`config.mk`:
```
export PLATFORM = sky130hd
export DESIGN_NAME = mfcc_frame_buffer
export DESIGN_NICKNAME = d
export VERILOG_FILES = /design/src/rtl/mfcc_frame_buffer.sv
export SDC_FILE = /design/constraint.sdc
export NUM_CORES = 2
export LEC_CHECK = 0
export CORE_UTILIZATION = 50
export DETAILED_ROUTE_END_ITERATION = 7
export PLACE_DENSITY = 0.66
export SLEW_MARGIN = 20
export SYNTH_ARGS = -nofsm -noshare
export SYNTH_HDL_FRONTEND = slang
export SYNTH_SLANG_ARGS = --single-unit
export TNS_END_PERCENT = 30
```
`constraint.sdc`:
```
create_clock -name clk -period 8.4 [get_ports clk]
set_input_delay 2.1 -clock clk [delete_from_list [all_inputs] [get_ports clk]]
set_output_delay 2.1 -clock clk [all_outputs]
set_load 0.02 [all_outputs]
```
`src/rtl/mfcc_frame_buffer.sv`:
```
// Double-buffered frame store between the MFCC pipeline and a ready/valid
// consumer. The producer cannot be stalled, so a frame that finds its target
// bank still occupied is discarded whole and counted.
module mfcc_frame_buffer #(
    parameter int DATA_W     = 32,
    parameter int MAX_COEFFS = 32
) (
    input  logic              clk,
    input  logic              rst,
    input  logic [DATA_W-1:0] mfcc_in,
    input  logic              mfcc_in_valid,
    input  logic [7:0]        num_mfcc_coeffs,
    output logic [DATA_W-1:0] feat_data,
    output logic              feat_valid,
    input  logic              feat_ready,
    output logic              feat_last,
    output logic [7:0]        feat_index,
    output logic [7:0]        frames_dropped,
    output logic              overflow,
    input  logic              clr_overflow
);
    localparam int AW = (MAX_COEFFS > 1) ? $clog2(MAX_COEFFS) : 1;

    typedef enum logic {W_FILL, W_DROP} wr_state_t;
    typedef enum logic {R_IDLE, R_SEND} rd_state_t;

    // Bank storage and per-bank frame length (stored as L-1); not reset,
    // the full flags gate every use.
    logic [DATA_W-1:0] mem      [2][MAX_COEFFS];
    logic [7:0]        last_idx [2];
    logic [1:0]        full;

    wr_state_t wr_state, wr_state_n;
    logic      wr_bank;
    logic [7:0] wr_idx, cur_last;

    rd_state_t rd_state, rd_state_n;
    logic      rd_bank;

    logic       frame_start, drop_start, wr_store, wr_done, wr_is_last;
    logic [7:0] new_last, eff_last, next_idx;
    logic       rd_start, rd_xfer, rd_done;

    // Writer/reader strobes and next-state logic
    always_comb begin
        wr_state_n  = wr_state;
        rd_state_n  = rd_state;
        frame_start = mfcc_in_valid && (wr_state == W_FILL) && (wr_idx == 8'd0);
        if (num_mfcc_coeffs == 8'd0 || {1'b0, num_mfcc_coeffs} > 9'(MAX_COEFFS))
            new_last = 8'(MAX_COEFFS - 1);
        else
            new_last = num_mfcc_coeffs - 8'd1;
        eff_last   = frame_start ? new_last : cur_last;
        wr_is_last = (wr_idx == eff_last);
        // Registered flag only: a bank freed this same edge still counts as full.
        drop_start = frame_start && full[wr_bank];
        wr_store   = mfcc_in_valid && (wr_state == W_FILL) && !drop_start;
        wr_done    = wr_store && wr_is_last;
        if (mfcc_in_valid) begin
            case (wr_state)
                W_FILL:  if (drop_start && !wr_is_last) wr_state_n = W_DROP;
                W_DROP:  if (wr_is_last) wr_state_n = W_FILL;
                default: wr_state_n = W_FILL;
            endcase
        end

        rd_start = (rd_state == R_IDLE) && full[rd_bank];
        rd_xfer  = (rd_state == R_SEND) && feat_ready;
        rd_done  = rd_xfer && feat_last;
        next_idx = feat_index + 8'd1;
        if (rd_start)     rd_state_n = R_SEND;
        else if (rd_done) rd_state_n = R_IDLE;
    end

    // Writer state, bank pointer, word index and latched frame length
    always_ff @(posedge clk or posedge rst) begin
        if (rst) begin
            wr_state <= W_FILL;
            wr_bank  <= 1'b0;
            wr_idx   <= 8'd0;
            cur_last <= 8'd0;
        end else begin
            wr_state <= wr_state_n;
            if (frame_start)   cur_last <= new_last;
            if (mfcc_in_valid) wr_idx   <= wr_is_last ? 8'd0 : wr_idx + 8'd1;
            if (wr_done)       wr_bank  <= ~wr_bank;
        end
    end

    // Bank storage writes
    always_ff @(posedge clk) begin
        if (wr_store) mem[wr_bank][wr_idx[AW-1:0]] <= mfcc_in;
        if (wr_done)  last_idx[wr_bank] <= eff_last;
    end

    // Full flags: set by the writer, cleared by the reader (always different banks)
    always_ff @(posedge clk or posedge rst) begin
        if (rst) begin
            full <= 2'b00;
        end else begin
            for (int b = 0; b < 2; b++) begin
                if (wr_done && wr_bank == 1'(b))      full[b] <= 1'b1;
                else if (rd_done && rd_bank == 1'(b)) full[b] <= 1'b0;
            end
        end
    end

    // Reader: present words back to back, hold while stalled
    always_ff @(posedge clk or posedge rst) begin
        if (rst) begin
            rd_state   <= R_IDLE;
            rd_bank    <= 1'b0;
            feat_data  <= '0;
            feat_index <= 8'd0;
            feat_last  <= 1'b0;
        end else begin
            rd_state <= rd_state_n;
            if (rd_start) begin
                feat_data  <= mem[rd_bank][0];
                feat_index <= 8'd0;
                feat_last  <= (last_idx[rd_bank] == 8'd0);
            end else if (rd_xfer) begin
                if (feat_last) begin
                    rd_bank    <= ~rd_bank;
                    feat_index <= 8'd0;
                    feat_last  <= 1'b0;
                end else begin
                    feat_data  <= mem[rd_bank][next_idx[AW-1:0]];
                    feat_index <= next_idx;
                    feat_last  <= (next_idx == last_idx[rd_bank]);
                end
            end
        end
    end

    assign feat_valid = (rd_state == R_SEND);

    // Drop statistics; a drop on the same edge as a clear restarts the count at 1
    always_ff @(posedge clk or posedge rst) begin
        if (rst) begin
            frames_dropped <= 8'd0;
            overflow       <= 1'b0;
        end else if (drop_start) begin
            overflow <= 1'b1;
            if (clr_overflow)                 frames_dropped <= 8'd1;
            else if (frames_dropped != 8'hFF) frames_dropped <= frames_dropped + 8'd1;
        end else if (clr_overflow) begin
            overflow       <= 1'b0;
            frames_dropped <= 8'd0;
        end
    end
endmodule
```
==> impl_metrics.py <==
metrics = {
    "outcome": {
        "outcome": "finished clean",
    },
    "route": {
        "drt-pass1-iter-count": 6,
        "drc_errors": 0,
        "ant_nets": 0,
        "wirelength_um": 196000,
        "vias": 38723,
        "initialDrtViolationCount": 4761,
        "vias_per_cell": 6.26,
        "routed_wire_length_per_instance_um": 31.7,
    },
    "synthesis": {
        "number_of_enable_flip_flop_cells_after_synthesis": 2064,
        "yosys_warnings": 0,
        "synth_cell_types": 54,
        "synth_seq_area_share_pct": 77.5,
        "primary_ff_master_synth": "sky130_fd_sc_hd__edfxtp_1",
        "post_synthesis_average_cell_area_um2": 22.8,
        "synthesized_net_count": 3659,
        "netlist_area_um2": 82300,
        "asyncSetResetFlopFracSynth_pct": 3.37,
        "synth-seq-cells": 2136,
        "netlist_instances": 3607,
    },
    "floorplanning": {
        "floorplan.initialDensity_pct": 50.5,
        "fp.coreArea_um2": 163000,
        "io_pins": 96,
        "y_dimension_of_the_die_um": 408,
        "fp.dieArea_um2": 166000,
        "die_x_um": 408,
        "rows": 148,
    },
    "clock_tree": {
        "numCtsBuffers": 205,
        "clock-root-buffer": "sky130_fd_sc_hd__clkbuf_16",
        "post_cts_resized": 0,
        "clk-insertion-delay-late_ns": 0.83,
        "cts.reportedPaths.clkPinSlew_ns": 0.06,
        "holdBufCountCts": 0,
        "clk_path_buf_depth": 3,
        "clock_sink_count": 2136,
        "post_cts_setup_buffers": 0,
        "cts_tree": "yes",
        "cts-htree-levels": 4,
    },
    "finish": {
        "final_layout_size_suffix_gt1_share_pct": 28.4,
        "layout.cells.most_common": "sky130_fd_sc_hd__edfxtp_1",
        "finalNonFillerCells": 6182,
        "layout.nets": 3884,
        "postLayoutCoreUtil_pct": 57.3,
        "postLayoutCellArea_um2": 93500,
        "layout-area-overhead-vs-synth_pct": 13.5,
        "antenna_cells": 0,
        "final-seq-area_um2": 63800,
        "mostFrequentLayoutCells": "sky130_fd_sc_hd__edfxtp_1, sky130_fd_sc_hd__mux4_2, sky130_fd_sc_hd__clkbuf_16, sky130_fd_sc_hd__buf_4, sky130_fd_sc_hd__nand2_1",
        "multi_input_comb_area_um2": 18200,
        "fillerInstances": 11560,
    },
    "timing": {
        "finalHoldViolCount": 0,
        "post-route-period-util_pct": 70.2,
        "finalSetupViolations": 0,
        "finalWorstSetupSlack_ns": 2.51,
        "whs_ns": 0.542,
        "fin_crit_ns": 5.89,
        "drv_slew": 0,
        "rsz0062_at_grt": "false",
        "worstMarginPinSlew_ns": 1.20,
        "clock_skew_ns": 0.0280,
        "fin_setup_tns_ns": 0,
        "timing.max_slew.rel_slack_pct": 19.7,
        "max_freq_ghz": 0.170,
    },
    "power": {
        "p_comb_share_pct": 28.2,
        "power_density_nw_per_um2": 321,
        "cellLeakagePower_nw": 28.9,
        "switching_power_share_of_the_total_pct": 29.4,
        "p_int_mw": 21.2,
        "seq_power_share_pct": 40.8,
        "net-switching-power_mw": 8.82,
        "p_total_mw": 30.0,
        "clockPowerShare_pct": 31.0,
        "power.ir.vdd_worst_v": 0.000355,
    },
    "grt": {
        "grt_first_pass_wirelength_um": 284000,
        "first_global_vias": 38572,
        "globalRouteOverflowTotal": 0,
        "antenna_found_initial": 4,
        "grt.total_usage_pct": 23.8,
        "grt_max_degree": 104,
    },
    "setup_path": {
        "critPathCaptureType": "register",
        "crit_path_max_incr_delay_ns": 1.07,
        "crit_slowest_cell": "sky130_fd_sc_hd__nor2_4",
        "crit_path_cell_trace": "clkdlybuf4s50_1, nand2b_1, a211oi_1, nand2_1, nor2_4, buf_4",
        "worst-path-max-fanout": 22,
        "critPathRequiredTime_ns": 8.92,
        "crit_arrival_ns": 6.42,
        "startpoint_type": "input port",
        "critPathKind": "input port to register",
    },
    "hold_path": {
        "worst_hold_path_type": "register to register",
    },
    "placement": {
        "dp_hpwl_um": 114000,
        "dpl_cell_area_um2": 86600,
        "globalplace.congestion": 0.837,
        "io_buffer_count": 95,
        "dpl.cell_count": 5798,
        "post-place-ws_ns": 1.63,
    },
    "run": {
        "maxCapViolations": 0,
    },
}
## final timing paths
kind,start,end,slack [ns],cells past startpoint
max in group asynchronous,rst,feat_index[0]$_DFFE_PP0N_,5.65,3
max reg2reg,wr_idx[2]$_DFFE_PP0P_,mem[0][885]$_DFFE_PP_,3.02,6
min,overflow$_DFFE_PP0P_,overflow$_DFFE_PP0P_,0.54,2
max,mfcc_in_valid,mem[0][885]$_DFFE_PP_,2.51,6
min in group asynchronous,rst,feat_data[17]$_DFFE_PP0P_,1.68,2
min reg2reg,overflow$_DFFE_PP0P_,overflow$_DFFE_PP0P_,0.54,2
## worst max-delay path: cells and delay by family
kind                   cells  cell delay [ns]
AO/OA/AOI/OAI              1             0.98
buffers and inverters      2             1.06
AND/OR/NAND/NOR            3             2.25
## cell families after synthesis
group	after synthesis	synth area share, %
flip-flops	2136	77.5
multiplexers	686	17.6
AND/OR/NAND/NOR	309	1.72
AO/OA/AOI/OAI	224	1.72
buffers and inverters	216	1.10
XOR/XNOR	29	0.308
adder cells (fa/ha/maj)	7	0.106
## per-layer routing
layer / track usage, % / wire length, um / vias up
met1: 36.2 / 82300 / 20864
met2: 36.1 / 92400 / 1820
met4: 5.84 / 4010 / 6
met3: 4.47 / 17000 / 250
li1: - / - / 15783
met5: 0 / 35 / -
## power groups by stage
stage | clock [mW] | combinational (mW) | sequential, mW
floorplan | 0 | 5.73 | 12.3
global placement | 0 | 8.55 | 12.5
detailed placement | 0 | 8.57 | 12.5
CTS | 9.41 | 8.60 | 12.2
global route | 9.81 | 8.89 | 12.3
finish | 9.31 | 8.47 | 12.2
## final cells by class
cell class / count / area share [%]
Sequential cell: 2136 / 68.2
Multi-Input combinational cell: 1255 / 19.5
Clock buffer: 254 / 5.92
Tap cell: 2175 / 2.91
Timing Repair Buffer: 215 / 2.00
Clock inverter: 128 / 1.34
Inverter: 19 / 0.0790
## flip-flops by register name, summed over array words and instances, names as in the netlist, 2 cells and up
name / flops
mem: 2048
cur_last: 8
feat_index: 8
frames_dropped: 8
wr_idx: 8
last_idx: 16
feat_data: 32
full: 2
## cell usage after synthesis, drive strengths merged (6+ instances only)
| cell | n | share of area (%) |
|---|---|---|
| a311oi | 33 | 0.35 |
| nand2 | 97 | 0.44 |
| xor2 | 12 | 0.13 |
| nor4 | 6 | 0.071 |
| nor3 | 7 | 0.043 |
| o21ai | 49 | 0.30 |
| clkbuf | 105 | 0.48 |
| nor2 | 119 | 0.54 |
| ha | 7 | 0.11 |
| nand3 | 17 | 0.10 |
| xnor2 | 17 | 0.18 |
| a21oi | 76 | 0.46 |
| a31oi | 6 | 0.046 |
| buf | 92 | 0.53 |
| mux2i | 76 | 0.92 |
| mux4 | 608 | 17 |
| edfxtp | 2064 | 75 |
| or3 | 7 | 0.059 |
| a211oi | 35 | 0.33 |
| inv | 19 | 0.087 |
| nor2b | 33 | 0.25 |
| dfrtp | 72 | 2.2 |
Power figures use the tool's default switching activity.
